<file path="config.mk">
export PLATFORM = sky130hd
export DESIGN_NAME = sdram_write_flat
export DESIGN_NICKNAME = d
export VERILOG_FILES = /design/src/rtl/sdram_write_if.sv /design/src/rtl/sdram_write.sv /design/src/flat_wrapper.sv
export SDC_FILE = /design/constraint.sdc
export NUM_CORES = 1
export LEC_CHECK = 0
export ABC_CLOCK_PERIOD_IN_PS = 5500
export BUFFER_PORTS_ARGS = -buffer_cell sky130_fd_sc_hd__buf_2
export CAP_MARGIN = 20
export CORE_UTILIZATION = 40
export DETAILED_ROUTE_END_ITERATION = 8
export GPL_ROUTABILITY_DRIVEN = 0
export PLACE_DENSITY = 0.73
export SLEW_MARGIN = 5
export SYNTH_ARGS = -nofsm -noshare
export SYNTH_HDL_FRONTEND = slang
export SYNTH_SLANG_ARGS = --single-unit
</file>
<file path="constraint.sdc">
create_clock -name clk -period 5.5 [get_ports clk]
set_clock_uncertainty 0.05 [all_clocks]
set_input_delay 0.275 -clock clk [delete_from_list [all_inputs] [get_ports clk]]
set_output_delay 0.275 -clock clk [all_outputs]
set_load 0.01 [all_outputs]
</file>
<file path="src/rtl/sdram_write_if.sv">
// Handshake and SDRAM write-bus signals between sdram_write and its arbiter, write FIFO and pad logic.
interface sdram_write_if;
    logic        wr_trig;
    logic        wr_en;
    logic        aref_req;
    logic        wr_req;
    logic        flag_wr_end;
    logic [3:0]  wr_cmd;
    logic [12:0] wr_addr;
    logic [15:0] wr_data;
    logic        wr_data_oe;
    logic        wfifo_rd_en;
    logic [15:0] wfifo_rd_data;

    modport master (
        input  wr_trig, wr_en, aref_req, wfifo_rd_data,
        output wr_req, flag_wr_end, wr_cmd, wr_addr, wr_data, wr_data_oe, wfifo_rd_en
    );

    modport slave (
        output wr_trig, wr_en, aref_req, wfifo_rd_data,
        input  wr_req, flag_wr_end, wr_cmd, wr_addr, wr_data, wr_data_oe, wfifo_rd_en
    );
endinterface

</file>
<file path="src/rtl/sdram_write.sv">
// SDRAM write sequencer: ACT / burst WRITE / PALL over ROW_END rows of COL_END bursts,
// yielding the bus to refresh at burst boundaries and resuming where it stopped.
module sdram_write #(
    parameter int unsigned BURST_END = 4,
    parameter int unsigned COL_END   = 2,
    parameter int unsigned ROW_END   = 2,
    parameter int unsigned T_RCD     = 2
) (
    input  logic          clk,
    input  logic          rst_n,
    sdram_write_if.master bus
);
    localparam int unsigned BURST_W = 2;
    localparam int unsigned COL_W   = 8;
    localparam int unsigned ROW_W   = 13;
    localparam int unsigned ACT_W   = 3;
    localparam int unsigned ADDR_W  = 13;
    localparam int unsigned DATA_W  = 16;

    localparam logic [3:0] CMD_NOP  = 4'b0111;
    localparam logic [3:0] CMD_ACT  = 4'b0011;
    localparam logic [3:0] CMD_WR   = 4'b0100;
    localparam logic [3:0] CMD_PALL = 4'b0010;

    localparam logic [ADDR_W-1:0]  ADDR_IDLE  = 13'h0400;
    localparam logic [BURST_W-1:0] BURST_LAST = BURST_W'(BURST_END - 1);
    localparam logic [COL_W-1:0]   COL_LAST   = COL_W'(COL_END - 1);
    localparam logic [ROW_W-1:0]   ROW_LAST   = ROW_W'(ROW_END - 1);
    localparam logic [ACT_W-1:0]   ACT_LAST   = ACT_W'(T_RCD - 1);

    typedef enum logic [4:0] {
        WR_IDLE   = 5'b00001,
        WR_REQ    = 5'b00010,
        WR_ACTIVE = 5'b00100,
        WR_WRITE  = 5'b01000,
        WR_BREAK  = 5'b10000
    } state_t;

    state_t               state_c, state_n;
    logic [BURST_W-1:0]   burst_cnt, burst_n;
    logic [COL_W-1:0]     col_cnt, col_n;
    logic [ROW_W-1:0]     row_cnt, row_n;
    logic [ACT_W-1:0]     act_cnt, act_n;
    logic                 brk_end, brk_end_n;
    logic                 brk_aref, brk_aref_n;

    logic [3:0]           cmd_q, cmd_n;
    logic [ADDR_W-1:0]    addr_q, addr_n;
    logic                 oe_q, oe_n;
    logic                 req_q, req_n;
    logic                 flag_q, flag_n;

    logic                 last_beat, col_last, row_last;

    assign last_beat = (burst_cnt == BURST_LAST);
    assign col_last  = (col_cnt == COL_LAST);
    assign row_last  = (row_cnt == ROW_LAST);

    // Next state and counters; the break reasons are latched on the burst's last beat.
    always_comb begin
        state_n    = state_c;
        burst_n    = burst_cnt;
        col_n      = col_cnt;
        row_n      = row_cnt;
        act_n      = act_cnt;
        brk_end_n  = brk_end;
        brk_aref_n = brk_aref;
        unique case (state_c)
            WR_IDLE: begin
                if (bus.wr_trig) state_n = WR_REQ;
            end
            WR_REQ: begin
                if (bus.wr_en) begin
                    state_n = WR_ACTIVE;
                    act_n   = '0;
                end
            end
            WR_ACTIVE: begin
                if (act_cnt == ACT_LAST) begin
                    state_n = WR_WRITE;
                    act_n   = '0;
                    burst_n = '0;
                end else begin
                    act_n = act_cnt + 3'd1;
                end
            end
            WR_WRITE: begin
                if (last_beat) begin
                    burst_n    = '0;
                    col_n      = col_last ? '0 : col_cnt + 8'd1;
                    if (col_last) row_n = row_last ? '0 : row_cnt + 13'd1;
                    brk_end_n  = col_last && row_last;
                    brk_aref_n = bus.aref_req;
                    if (bus.aref_req || col_last) state_n = WR_BREAK;
                end else begin
                    burst_n = burst_cnt + 2'd1;
                end
            end
            WR_BREAK: begin
                if (brk_end) begin
                    state_n = WR_IDLE;
                    burst_n = '0;
                    col_n   = '0;
                    row_n   = '0;
                end else if (brk_aref) begin
                    state_n = WR_REQ;
                end else begin
                    state_n = WR_ACTIVE;
                    act_n   = '0;
                end
            end
            default: state_n = WR_IDLE;
        endcase
    end

    // Output decode from next-cycle values so the registered bus lines up with state_c.
    always_comb begin
        cmd_n  = CMD_NOP;
        addr_n = ADDR_IDLE;
        oe_n   = 1'b0;
        req_n  = (state_n == WR_REQ);
        flag_n = 1'b0;
        if (state_n == WR_ACTIVE) begin
            if (act_n == '0) begin
                cmd_n  = CMD_ACT;
                addr_n = row_n;
            end
        end else if (state_n == WR_WRITE) begin
            cmd_n  = (burst_n == '0) ? CMD_WR : CMD_NOP;
            addr_n = {3'b000, col_n, burst_n};
            oe_n   = 1'b1;
        end else if (state_n == WR_BREAK) begin
            cmd_n  = CMD_PALL;
            flag_n = brk_end_n || brk_aref_n;
        end
    end

    always_ff @(posedge clk or negedge rst_n) begin
        if (!rst_n) begin
            state_c   <= WR_IDLE;
            burst_cnt <= '0;
            col_cnt   <= '0;
            row_cnt   <= '0;
            act_cnt   <= '0;
            brk_end   <= 1'b0;
            brk_aref  <= 1'b0;
            cmd_q     <= CMD_NOP;
            addr_q    <= ADDR_IDLE;
            oe_q      <= 1'b0;
            req_q     <= 1'b0;
            flag_q    <= 1'b0;
        end else begin
            state_c   <= state_n;
            burst_cnt <= burst_n;
            col_cnt   <= col_n;
            row_cnt   <= row_n;
            act_cnt   <= act_n;
            brk_end   <= brk_end_n;
            brk_aref  <= brk_aref_n;
            cmd_q     <= cmd_n;
            addr_q    <= addr_n;
            oe_q      <= oe_n;
            req_q     <= req_n;
            flag_q    <= flag_n;
        end
    end

    // FIFO read data arrives in the beat cycle itself, so the pop and the data mux stay combinational.
    assign bus.wfifo_rd_en = (state_n == WR_WRITE);
    assign bus.wr_data     = oe_q ? bus.wfifo_rd_data : DATA_W'(0);
    assign bus.wr_cmd      = cmd_q;
    assign bus.wr_addr     = addr_q;
    assign bus.wr_data_oe  = oe_q;
    assign bus.wr_req      = req_q;
    assign bus.flag_wr_end = flag_q;
endmodule

</file>
<file path="src/flat_wrapper.sv">
// flat-port wrapper written by rule: the top's interface ports become plain ports
module sdram_write_flat 
#(
    parameter int unsigned BURST_END = 4,
    parameter int unsigned COL_END   = 2,
    parameter int unsigned ROW_END   = 2,
    parameter int unsigned T_RCD     = 2
)
  (clk, rst_n, bus_wr_trig, bus_wr_en, bus_aref_req, bus_wfifo_rd_data, bus_wr_req, bus_flag_wr_end, bus_wr_cmd, bus_wr_addr, bus_wr_data, bus_wr_data_oe, bus_wfifo_rd_en);
  sdram_write_if bus_i ();
  input  logic clk;
  input  logic rst_n;
  input wire logic [$bits(bus_i.wr_trig)-1:0] bus_wr_trig;
  input wire logic [$bits(bus_i.wr_en)-1:0] bus_wr_en;
  input wire logic [$bits(bus_i.aref_req)-1:0] bus_aref_req;
  input wire logic [$bits(bus_i.wfifo_rd_data)-1:0] bus_wfifo_rd_data;
  output wire logic [$bits(bus_i.wr_req)-1:0] bus_wr_req;
  output wire logic [$bits(bus_i.flag_wr_end)-1:0] bus_flag_wr_end;
  output wire logic [$bits(bus_i.wr_cmd)-1:0] bus_wr_cmd;
  output wire logic [$bits(bus_i.wr_addr)-1:0] bus_wr_addr;
  output wire logic [$bits(bus_i.wr_data)-1:0] bus_wr_data;
  output wire logic [$bits(bus_i.wr_data_oe)-1:0] bus_wr_data_oe;
  output wire logic [$bits(bus_i.wfifo_rd_en)-1:0] bus_wfifo_rd_en;
  assign bus_i.wr_trig = bus_wr_trig;
  assign bus_i.wr_en = bus_wr_en;
  assign bus_i.aref_req = bus_aref_req;
  assign bus_i.wfifo_rd_data = bus_wfifo_rd_data;
  assign bus_wr_req = bus_i.wr_req;
  assign bus_flag_wr_end = bus_i.flag_wr_end;
  assign bus_wr_cmd = bus_i.wr_cmd;
  assign bus_wr_addr = bus_i.wr_addr;
  assign bus_wr_data = bus_i.wr_data;
  assign bus_wr_data_oe = bus_i.wr_data_oe;
  assign bus_wfifo_rd_en = bus_i.wfifo_rd_en;
  sdram_write #(.BURST_END(BURST_END), .COL_END(COL_END), .ROW_END(ROW_END), .T_RCD(T_RCD)) u_core (.clk(clk), .rst_n(rst_n), .bus(bus_i));
endmodule
</file>
Word level (Yosys, flattened, before mapping)
Index checks and enable logic that the tools add are counted.

storage, ports and cells
  output and inout port bits = 37
  bits in latches = 0
  memory bits (writable) = 0
  memories = 0
  register bits = 53
  bits of input ports = 21
  memory bits (read-only) = 0
  logic and storage cells = 78

cells by class
  reduce and logical (&&, ||, !) cells = 5
  $lt $le $gt $ge = 0
  add/subtract/negate cells = 4
  eq/ne operators = 13
  shift-type cells = 0
  divide/modulo/power cells = 0
  multiplexer cells = 44
  bitwise logic cells = 0
  $mul = 0

operator list
  kind                                                              count
  13-bit two-way mux                                                6
  5-bit two-way mux                                                 6
  13-bit one-hot mux with 2 select lines                            1
  5-bit one-hot mux with 5 select lines                             1
  8-bit two-way mux                                                 3
  3-bit two-way mux                                                 7
  16-bit two-way mux                                                1
  8-bit one-hot mux with 2 select lines                             1
  13-bit by 1-bit adder with 13-bit output, second input constant   1
  13-bit by 1-bit == test with 1-bit output, second input constant  1
  11-bit two-way mux                                                1
  5-bit by 2-bit == test with 1-bit output, second input constant   2
  5-bit by 3-bit == test with 1-bit output, second input constant   2
  5-bit by 4-bit == test with 1-bit output, second input constant   2
  5-bit == test, second input constant                              2
  1-bit two-way mux                                                 9
  3-bit one-hot mux with 3 select lines                             1
  8-bit by 1-bit adder with 8-bit output, second input constant     1
  8-bit by 1-bit == test with 1-bit output, second input constant   1
  2-bit two-way mux                                                 4
  4-bit two-way mux                                                 2
  2-bit one-hot mux with 3 select lines                             1
  5-bit by 1-bit == test with 1-bit output, second input constant   1
  3-bit by 1-bit adder with 3-bit output, second input constant     1
  7 further kinds                                                   8

Depth between registers and ports, before layout
Gate-level depths: netlist of run 1.

  depth in word-level cells = 9
  depth in mapped cells = 9
  mapped depth without buffers = 8

Worst setup path after synthesis of run 1
No wires, ideal clock.

  path kind = register to register
  start = reg u_core.state_c[4]
  end = reg u_core.addr_q[11] (netlist: u_core.bus.wr_addr[11])
  slack = 3,306 ps
  stages on the path, launching flop included = 9
  setup time = 66 ps
  arrival time = 2,079 ps
  path buffers = 2
  path through = dfrtp_1 > or3_1 > buf_2 > or3_4 > o211ai_4 > o32ai_2 > o21ba_4 > buf_6 > and2_1

between the ends
  word-level cells in the longest chain between the ends = 5
  elaborated cells on any way between the ends = 17

RTL lines
  what                                                                            line                                    RTL
  start, declared                                                                 sdram_write.sv:39                       state_t state_c, state_n;
  start signal, assigned                                                          sdram_write.sv:153                      state_c <= state_n;
  5-bit == test, or another cell as far along                                     sdram_write.sv:68                       unique case (state_c)
  3-bit one-hot mux with 3 select lines or 5-bit two-way mux (tied branches)      sdram_write.sv:68, sdram_write.sv:88
  3-bit zero test or 5-bit one-hot mux with 5 select lines (tied branches)        sdram_write.sv:124, sdram_write.sv:68
  13-bit two-way mux or 5-bit by 3-bit == test with 1-bit output (tied branches)  sdram_write.sv:124, sdram_write.sv:123
  13-bit two-way mux (*)                                                          sdram_write.sv:123                      if (state_n == WR_ACTIVE) begin
  via u_core.addr_n[11]                                                           sdram_write.sv:48                       logic [ADDR_W-1:0] addr_q, addr_n;
  end signal, assigned                                                            sdram_write.sv:161                      addr_q <= addr_n;
  end, declared                                                                   sdram_write.sv:48

The timed path passes the listed nets; every way through them passes the cells marked *.

Worst setup path after layout of run 1
  start = reg u_core.col_cnt[4]
  end = out bus_wfifo_rd_en

between the ends
  word-level cells in the longest chain between the ends = 6

RTL lines
  what                                      line                RTL
  start, declared                           sdram_write.sv:41   logic [COL_W-1:0] col_cnt, col_n;
  start signal, assigned                    sdram_write.sv:155  col_cnt <= col_n;
  8-bit by 1-bit == test with 1-bit output  sdram_write.sv:56   assign col_last = (col_cnt == COL_LAST);
  1-bit logical OR                          sdram_write.sv:94   if (bus.aref_req || col_last) state_n = WR_BREAK;
  5-bit two-way mux                         sdram_write.sv:94
  5-bit two-way mux                         sdram_write.sv:88   if (last_beat) begin
  5-bit one-hot mux with 5 select lines     sdram_write.sv:68
  5-bit by 4-bit == test with 1-bit output  sdram_write.sv:169  assign bus.wfifo_rd_en = (state_n == WR_WRITE);
  end, declared                             flat_wrapper.sv:23  output wire logic [$bits(bus_i.wfifo_rd_en)-1:0] bus_wfifo_rd_en;

No other way between the ends.

==> qor.csv, run 1 <==
stage,metric,value,unit
routing,Starting DRT DRC Count,199,
power,Leak Pwr,1.54,nW
timing,worst setup margin,2830,ps
timing,final worst path period need,2670,ps
logic_synthesis,post-synthesis sequential area ratio,47.1,%
logic_synthesis,"Cell Area, Synth",0.00278,mm²
timing,Setup Total Neg Slack,0,ps
power,Peak VDD IR,0.138,mV
finish,Layout area overhead,15.3,%
routing,DR WL/cell,16.1,µm
worst_setup_path,startpoint types,flip-flop,
worst_setup_path,WS Path Type,flip-flop to output port,
placed_design,pre-CTS setup slack,2900,ps
worst_setup_path,Crit path arrival time,2340,ps
logic_synthesis,Synth Area in XOR/XNOR,0.630,%
timing,Slew @ Worst Pin,815,ps
logic_synthesis,"EDFF count, synth",0,
global_route,Global Route Usage Sum,19.5,%
logic_synthesis,ranking of synthesized cells by area,"dfrtp_1 42%, and2_1 4.7%, dfstp_2 4.7%",
worst_setup_path,worst reg2reg path startpoint,u_core.col_cnt[4],
die,die height,85.4,µm
worst_hold_path,worst hold path type,primary input to async pin,
placed_design,post-placement cell area,0.00311,mm²
die,IO Count,58,
finish,diode count,0,
worst_setup_path,flop-to-flop setup slack,2850,ps
clock_tree,CTS tree,yes,
worst_setup_path,critical path's largest stage delay,570,ps
worst_setup_path,Crit. Startpoint,u_core.col_cnt[4],
clock_tree,Clock Sinks,52,
logic_synthesis,Async SR Flop Fraction,100,%
logic_synthesis,share of the synthesized area in the top cell type,42.3,%
logic_synthesis,synthesized flop and latch total,52,
global_route,vias in the first global route,2323,
timing,Final Max Slew Viols,0,
routing,met3 WL,446,µm
die,Placement Rows,30,
worst_setup_path,WP depth,5,
clock_tree,post_cts resized,0,
clock_tree,Root Driver,clkbuf_8,
worst_setup_path,buffers plus inverters on the worst setup path,1,
timing,Fin. Hold Viols,4,
timing,Finish-stage setup viols,0,
timing,Final period util,48.5,%
timing,Max Freq,0.375,GHz
logic_synthesis,Synth Area in Compound Gates,20.6,%
power,power per cell area,249,mW/mm²
finish,Finished Cell Area,0.00320,mm²
logic_synthesis,Synth cell types,55,
die,Die W,85.4,µm
routing,ANT nets after route,0,
timing,Max-Slew Margin vs Limit,45.6,%
logic_synthesis,Post-Synth Adder-Cell Area,2.25,%
run_status,failing checks,negative hold slack,
logic_synthesis,post-synthesis simple-gate area fraction,26.4,%
clock_tree,number of buffers on the longest clock path,2,
routing,final wirelength,6.77,mm
worst_setup_path,Reg2Reg Depth,6,
placed_design,dpl hpwl,4.87,mm
clock_tree,"Clk pin slew, worst setup/hold paths",110,ps
clock_tree,postcts setup bufs,0,
routing,TritonRoute pass-1 iters,4,
die,Initial Utilization,41.1,%
flow_run,MaxCap Viol Count,0,
logic_synthesis,count of mapped cells out of synthesis,285,
clock_tree,hold buffers post-CTS,0,
logic_synthesis,Most used DFF post-synth,dfrtp_1,
routing,DRC,0,
die,die area,0.00728,mm²
logic_synthesis,Synth warnings,0,
worst_setup_path,Crit Path Max Fanout,13,
clock_tree,clock latency at the later pin of the worst-skew pair,330,ps
logic_synthesis,Avg Inst Size Synth,9.75,µm²
placed_design,I/O Buffers,56,
clock_tree,CTS Buf Count,5,
finish,layout cells sized above 1,23.6,%
clock_tree,H-tree Lvls,2,
global_route,aggregate global routing overflow,0,
routing,max layer used,met4,
timing,Fin Hold WS,-4.52,ps
run_status,status,"finished, violations left",
global_route,largest net degree at the start of global routing,53,
worst_setup_path,Worst setup EP type,output port,
worst_setup_path,crit-path cells,nor4_2 > and3_1 > o211ai_4 > o21a_1 > buf_2,
die,Placeable Area,0.00676,mm²
routing,Via density,5.95,
finish,fillers,625,
logic_synthesis,mux share of post-synthesis cell area,0.405,%
worst_setup_path,Worst setup endpoint,bus_wfifo_rd_en,
logic_synthesis,largest family of logic cells by synthesized area,simple AND/OR/NAND/NOR gates,
global_route,global-route wire length before repair,11.1,mm
worst_setup_path,Slowest cell on crit path,and3_1,
placed_design,placed insts,411,
routing,wl on met1,3.08,mm
finish,Final Net Count,364,
worst_setup_path,reg2reg end,u_core.bus.wr_addr[8],
worst_setup_path,WP data required,5180,ps
logic_synthesis,synthesized net count,311,
routing,DR WL met2,3.13,mm
timing,RSZ-0062 raised after global routing,no,
worst_setup_path,CP top delay family,simple AND/OR/NAND/NOR gates,
routing,routed vias,2494,
global_route,initial antenna violation count,0,
finish,Post-Layout Cell Count,419,
logic_synthesis,"area leader, netlist",dfrtp_1,
[Yosys cell counts (2+ instances only)]
cell / count
a41oi_1: 3
inv_1: 3
dfrtp_1: 47
dfstp_2: 5
nand4_1: 3
nor2_1: 21
and4_1: 5
o21bai_1: 2
nand3b_1: 2
o31ai_1: 4
and3_1: 7
nor3_1: 5
nand3_1: 13
clkbuf_1: 3
a21o_1: 6
o21a_1: 4
nand2_1: 27
a211oi_1: 2
and2_1: 21
or3_1: 4
o41ai_1: 3
nor2b_1: 3
nor4_2: 2
nor3b_1: 3
a21oi_1: 7
nand2b_1: 5
nor4_1: 4
o21ai_0: 23
ha_1: 5
a22o_1: 11
buf_2: 6
a31oi_1: 3
[final cells by class]
cell class	count	area, µm²	area share, %
Multi-Input combinational cell	219	1400	43.7
Timing Repair Buffer	57	288	8.98
Clock buffer	5	68.8	2.15
Inverter	3	11.3	0.351
Sequential cell	52	1310	40.8
Clock inverter	3	28.8	0.898
Tap cell	80	100	3.12
[cell usage in the layout (no fill, tap or decap), types with 6 or more instances in the layout]
master	n
dfrtp_1	47
a21o_1	6
nor2_1	21
a21oi_1	7
and2_1	21
o21ai_0	23
and3_1	7
nand2_1	27
buf_2	56
nand3_1	13
a22o_1	11
[worst min-delay path by stage]
stage,start,end,slack [ps],cells after the start
5_1_grt,rst_n,u_core.bus.wr_addr[0],40,2
3_5_place_dp,rst_n,u_core.bus.wr_addr[0],390,2
2_1_floorplan,rst_n,u_core.act_cnt[0],-70,0
4_1_cts,rst_n,u_core.burst_cnt[1],20,2
6_report,rst_n,u_core.burst_cnt[1],-5,2
3_3_place_gp,rst_n,u_core.burst_cnt[1],380,2
[flip-flops by register name, indices dropped and copies added (netlist names)]
register / cells
u_core.brk_end: 1
u_core.state_c: 5
u_core.brk_aref: 1
u_core.bus.flag_wr_end: 1
u_core.burst_cnt: 2
u_core.bus.wr_addr: 13
u_core.row_cnt: 13
u_core.bus.wr_data_oe: 1
u_core.bus.wr_req: 1
u_core.bus.wr_cmd: 3
u_core.act_cnt: 3
u_core.col_cnt: 8
[worst register-to-register path: stages, from the launching register on]
cell      delay, ps
dfrtp_1         450
nor4_2          490
and3_1          570
o211ai_4        160
o32ai_2         340
o21ba_4         270
a22o_1          210
[per-stage QoR]
stage	util [%]	power, mW
floorplan	-	0.526
global placement	46.0	0.559
detailed placement	46.0	0.562
CTS	47.4	0.807
global route	47.4	0.845
finish	47.4	0.798
[cell families (layout without fill, tap and decap cells)]
kind of cell,after synthesis,count (layout)
AO/OA/AOI/OAI,78,78
XOR/XNOR,2,2
adder cells (fa/ha/maj),5,5
buffers and inverters,14,68
flip-flops,52,52
multiplexers,1,1
other,1,1
AND/OR/NAND/NOR,132,132
[report_power, final]
group	switching [mW]	total (mW)	internal [mW]
clock	0.146	0.242	0.0964
sequential	0.0286	0.433	0.404
combinational	0.0725	0.124	0.0510
total	0.247	0.798	0.552
[metal layers]
metal	global-route usage (%)	vias up
met4	8.48	0
li1	-	1158
met1	25.9	1209
met2	30.9	115
met5	0	-
met3	4.47	12
Power figures use the tool's default switching activity.
==> inputs of run 2 (changes only) <==
Settings changed: ABC_AREA set to 1, ABC_CLOCK_PERIOD_IN_PS 5500 to 2400, PLACE_DENSITY 0.73 to 0.75.
Clock period 5.5 ns to 2.4 ns, I/O delays scaled along.
==> run 2 against run 1 <==
Largest cell class unchanged. Sequential power increased by 130%. Via count increased by 18%. The run now ends clean. Global-route usage decreased by 0.74 points.
==> qor.csv, run 2 <==
stage,metric,value,unit
logic_synthesis,post-synthesis sequential area ratio,42.1,%
logic_synthesis,synthesized flop and latch total,52,
die,die height,90.1,µm
logic_synthesis,Most used DFF post-synth,dfrtp_1,
worst_setup_path,WP data required,2230,ps
global_route,vias in the first global route,2700,
timing,Max-Slew Margin vs Limit,51.7,%
timing,Final Max Slew Viols,0,
clock_tree,Root Driver,clkbuf_8,
placed_design,dpl hpwl,5.62,mm
power,power per cell area,556,mW/mm²
worst_setup_path,Crit Path Max Fanout,16,
worst_hold_path,hold path depth,2,
logic_synthesis,synthesized net count,454,
finish,Layout area overhead,15.0,%
placed_design,I/O Buffers,56,
routing,TritonRoute pass-1 iters,4,
routing,Starting DRT DRC Count,195,
routing,ANT nets after route,0,
logic_synthesis,share of the synthesized area in the top cell type,37.8,%
timing,Setup Total Neg Slack,0,ps
logic_synthesis,Async SR Flop Fraction,100,%
die,Die W,90.1,µm
finish,"commonest non-fill, non-tap cell in the layout",nand2_1,
finish,final core occ,48.5,%
clock_tree,hold buffers post-CTS,2,
clock_tree,CTS tree,yes,
timing,Max Freq,0.462,GHz
worst_setup_path,Reg2Reg Depth,11,
power,Leak Pwr,2.04,nW
clock_tree,post_cts resized,0,
clock_tree,Clock Sinks,52,
worst_setup_path,Crit path arrival time,1990,ps
logic_synthesis,Avg Inst Size Synth,7.26,µm²
finish,diode count,0,
clock_tree,postcts setup bufs,0,
global_route,global-route wire length before repair,12.5,mm
clock_tree,clock latency at the later pin of the worst-skew pair,300,ps
finish,layout cells sized above 1,20.5,%
routing,routed vias,2931,
logic_synthesis,Post-synth top cells,"138 x nand2_1, 67 x inv_1, 47 x dfrtp_1",
logic_synthesis,ranking of synthesized cells by area,"dfrtp_1 38%, nand2_1 17%, inv_1 8.1%",
finish,most frequent cells in the layout,"138 x nand2_1, 67 x inv_1, 56 x buf_2",
flow_run,MaxCap Viol Count,0,
routing,DR WL/cell,12.4,µm
worst_setup_path,crit-path cells,inv_1 > ha_1 > nand2_1 > nor2_4 > nand2_4 > clkinv_2 > nor2_4 > nand2_1 > nand2_1 > buf_2,
global_route,largest net degree at the start of global routing,32,
clock_tree,H-tree Lvls,2,
worst_setup_path,startpoint types,flip-flop,
die,die area,0.00813,mm²
timing,Fin. Hold Viols,0,
global_route,aggregate global routing overflow,0,
logic_synthesis,Synth cell types,37,
timing,final worst path period need,2160,ps
timing,RSZ-0062 raised after global routing,no,
die,Placeable Area,0.00737,mm²
power,Final Power,1.99,mW
finish,Final Net Count,513,
die,IO Count,58,
worst_setup_path,WS Path Type,flip-flop to output port,
worst_setup_path,critical path's largest stage delay,400,ps
timing,Final period util,90.2,%
logic_synthesis,count of mapped cells out of synthesis,428,
routing,Via density,4.99,
logic_synthesis,"Cell Area, Synth",0.00311,mm²
die,Initial Utilization,42.2,%
clock_tree,"Clk pin slew, worst setup/hold paths",90,ps
routing,DRC,0,
run_status,status,"finished, final reports clean",
routing,final wirelength,7.29,mm
power,Peak VDD IR,0.246,mV
clock_tree,number of buffers on the longest clock path,2,
global_route,initial antenna violation count,0,
worst_hold_path,worst hold path type,primary input to flip-flop,
worst_setup_path,Worst setup EP type,output port,
worst_setup_path,CP dominant cell by count,nand2_1,
logic_synthesis,"count leader, synth",nand2_1,
clock_tree,CTS Buf Count,5,
timing,Finish-stage setup viols,0,
logic_synthesis,Synth warnings,0,
logic_synthesis,"area leader, netlist",dfrtp_1,
logic_synthesis,"EDFF count, synth",0,
worst_setup_path,Slowest cell on crit path,dfrtp_1,
timing,Slew @ Worst Pin,724,ps
die,Placement Rows,31,
global_route,Global Route Usage Sum,18.8,%
-- run 2: layer usage --
layer	vias up	GRT usage (%)	share of wire [%]
met5	-	0	0
met2	131	31.0	46
met1	1342	25.4	46
li1	1451	-	-
met4	0	4.84	0.80
met3	7	3.47	6.9
-- run 2: worst paths after layout --
check	from	end	slack (ps)
max	u_core.col_cnt[1]	bus_wfifo_rd_en	240
min	bus_wr_en	u_core.state_c[1]	70
max reg2reg	u_core.col_cnt[1]	u_core.bus.wr_addr[1]	340
min reg2reg	u_core.brk_end	u_core.state_c[0]	490
max in group asynchronous	rst_n	u_core.bus.wr_cmd[2]	1240
min in group asynchronous	rst_n	u_core.bus.wr_req	360
-- run 2: layout make-up --
class	instances	area, µm²
fill	715	3800
timing repair buffer	60	315
sequential	52	1310
inverter	73	280
clock buffer	8	90.1
multi-input combinational	295	1460
tap	99	124
-- run 2: worst max-delay path, delay by kind of cell, from the launching register on --
family,cells,cell delay [ps]
flops,1,400
buf+inv,3,340
fa+ha+maj,1,140
simple gates,6,810
-- run 2: power by group --
group	switching [mW]	total (mW)	internal [mW]	leakage (nW)
clock network	0.266	0.502	0.236	0.0455
registers	0.0604	1.01	0.953	0.700
logic	0.311	0.471	0.160	1.29
total	0.638	1.99	1.35	2.04
-- run 2: metrics by stage --
stage / instances / setup WS, ps / area (µm²) / hold slack, ps
floorplan: 428 / 768 / 3110 / -226
global placement: 577 / 346 / 3460 / 163
detailed placement: 577 / 357 / 3460 / 169
CTS: 587 / 224 / 3570 / 71.7
global route: 587 / 50.4 / 3570 / 90.0
finish: 587 / 236 / 3570 / 74.0
-- run 2: kinds of logic (layout without fill, tap and decap cells) --
family | after synthesis | count (layout) | share of synthesized area, %
AO/OA/AOI/OAI | 47 | 47 | 8.78
XOR/XNOR | 2 | 2 | 0.564
adder cells (fa/ha/maj) | 5 | 5 | 2.01
buffers and inverters | 81 | 141 | 11.1
flip-flops | 52 | 52 | 42.1
other | 1 | 1 | 0.121
AND/OR/NAND/NOR | 240 | 240 | 35.4
==> inputs of run 3 (changes only) <==
Settings changed: CORE_ASPECT_RATIO set to 0.6.
==> run 3 against run 2 <==
Highest routed layer unchanged. Die area increased by 0.15%. Combinational power grew 5.1%. Wire length up 11%. Critical path depth decreased by 2. Design area grew 1.3%. Clock power up 37%. First-iteration DRC count increased by 88%.
==> qor.csv, run 3 (synthesis results as in run 2) <==
stage,metric,value,unit
finish,Layout area overhead,16.5,%
die,die area,0.00814,mm²
global_route,initial antenna violation count,0,
worst_setup_path,CP top delay family,adder cells,
global_route,met1 GRT Util,31.8,%
finish,diode count,0,
routing,Starting DRT DRC Count,366,
worst_hold_path,hold path depth,2,
worst_setup_path,Worst setup EP type,flip-flop,
worst_hold_path,worst hold start,bus_wr_en,
die,Die W,116,µm
worst_setup_path,reg2reg end,u_core.bus.flag_wr_end,
finish,most frequent cells in the layout,"138 x nand2_1, 67 x inv_1, 56 x buf_2",
die,Placement Rows,24,
routing,Via density,5.15,
worst_setup_path,flop-to-flop setup slack,170,ps
worst_setup_path,Crit path arrival time,2350,ps
finish,fillers,713,
clock_tree,CTS Buf Count,5,
global_route,aggregate global routing overflow,0,
timing,Final Max Slew Viols,0,
worst_setup_path,Crit. Startpoint,u_core.burst_cnt[0],
worst_setup_path,WS Path Type,flip-flop to flip-flop,
placed_design,I/O Buffers,56,
worst_hold_path,worst hold path type,primary input to flip-flop,
worst_setup_path,critical path's largest stage delay,490,ps
global_route,M3 GR Usage,6.08,%
worst_setup_path,worst reg2reg path startpoint,u_core.burst_cnt[0],
timing,RSZ-0062 raised after global routing,no,
worst_setup_path,crit-path cells,ha_1 > inv_1 > nor2_4 > nand2_1 > inv_1 > a21oi_1 > o21ai_0 > inv_1,
worst_setup_path,Crit Path Max Fanout,11,
power,Peak VDD IR,0.263,mV
global_route,routing usage on met2,29.4,%
global_route,global-route wire length before repair,13.1,mm
finish,multi-input combinational cell area,0.00146,mm²
placed_design,dpl hpwl,6.05,mm
global_route,Global Route Usage Sum,21.2,%
routing,routed vias,3046,
run_status,status,"finished, final reports clean",
worst_setup_path,WP data required,2520,ps
clock_tree,Clock Sinks,52,
flow_run,MaxCap Viol Count,0,
timing,Setup Total Neg Slack,0,ps
routing,ANT nets after route,0,
clock_tree,Root Driver,clkbuf_16,
timing,Max Freq,0.448,GHz
clock_tree,H-tree Lvls,2,
timing,Finish-stage setup viols,0,
clock_tree,"Clk pin slew, worst setup/hold paths",70,ps
die,IO Count,58,
worst_setup_path,Slowest cell on crit path,ha_1,
global_route,vias in the first global route,2728,
clock_tree,clock latency at the later pin of the worst-skew pair,290,ps
worst_setup_path,WP depth,8,
clock_tree,CTS tree,yes,
routing,DRC,0,
timing,Slew @ Worst Pin,736,ps
clock_tree,post_cts resized,0,
routing,final wirelength,8.06,mm
finish,Final Net Count,512,
global_route,busiest metal layer after global routing,met1,
finish,layout cells sized above 1,20.3,%
timing,Final period util,93.1,%
routing,TritonRoute pass-1 iters,5,
die,Initial Utilization,42.1,%
worst_setup_path,CP dominant cell by count,inv_1,
timing,final worst path period need,2230,ps
worst_hold_path,hold endpoint,u_core.bus.wr_req,
worst_setup_path,buffers plus inverters on the worst setup path,3,
finish,final core occ,49.0,%
global_route,largest net degree at the start of global routing,35,
routing,DR WL/cell,13.6,µm
timing,Fin. Hold Viols,0,
die,die height,70.3,µm
worst_setup_path,startpoint types,flip-flop,
power,power per cell area,608,mW/mm²
finish,"commonest non-fill, non-tap cell in the layout",nand2_1,
clock_tree,number of buffers on the longest clock path,2,
timing,Max-Slew Margin vs Limit,50.9,%
worst_setup_path,Reg2Reg Depth,8,
finish,register area,0.00131,mm²
power,Leak Pwr,2.05,nW
die,Placeable Area,0.00739,mm²
-- run 3: changes by cell type in the layout (fill, tap and decap cells not counted) --
cell,delta
buf_4,-1
clkinv_2,+1
clkbuf_8,-6
clkbuf_16,+5
-- run 3: cell type report --
class,instances,share of cell area [%]
multi-input combinational,295,40.2
sequential,52,36.1
timing repair buffer,59,8.50
inverter,73,7.74
clock buffer,7,3.66
tap,104,3.59
clock inverter,1,0.138
-- run 3: timing repair --
action / in CTS / in global routing
endpoints found under the hold margin: 29 / 0
hold buffers: 2 / 0
setup buffers: 0 / 0
-- run 3: metal layers --
metal / share of wire [%] / wire length [µm] / up-vias
li1: - / - / 1449
met1: 48 / 3840 / 1386
met2: 39 / 3120 / 199
met3: 13 / 1010 / 12
met4: 1.0 / 84 / 0
met5: 0 / 0 / -
-- run 3: worst register-to-register path: cells and delay by family (launching register included) --
family / cells / cell delay [ps]
adders and majority gates: 1 / 490
and+or+nand+nor: 2 / 380
AOI/OAI and AO/OA: 2 / 350
DFF: 1 / 380
buffers and inverters: 3 / 460
-- run 3: report_power, final --
part | total, mW | switching [mW] | internal (mW)
combinational | 0.495 | 0.336 | 0.159
sequential | 1.02 | 0.0645 | 0.954
clock | 0.688 | 0.302 | 0.386
-- run 3: per-stage QoR --
step,instance area (µm²),worst slack (ps),hold slack [ps],std cells,power (mW)
finish,3620,167,122,591,2.20
detailed placement,3460,332,184,581,1.51
floorplan,3110,768,-226,428,1.36
global placement,3460,337,177,581,1.49
global route,3620,9.81,111,591,2.32
CTS,3620,209,110,591,2.20
-- run 3: worst max path at each step --
stage	to	slack, ps
2_1_floorplan	u_core.bus.wr_addr[5]	770
3_3_place_gp	u_core.bus.wr_addr[8]	340
3_5_place_dp	u_core.bus.wr_addr[8]	330
4_1_cts	bus_wfifo_rd_en	210
5_1_grt	u_core.bus.flag_wr_end	10
6_report	u_core.bus.flag_wr_end	170
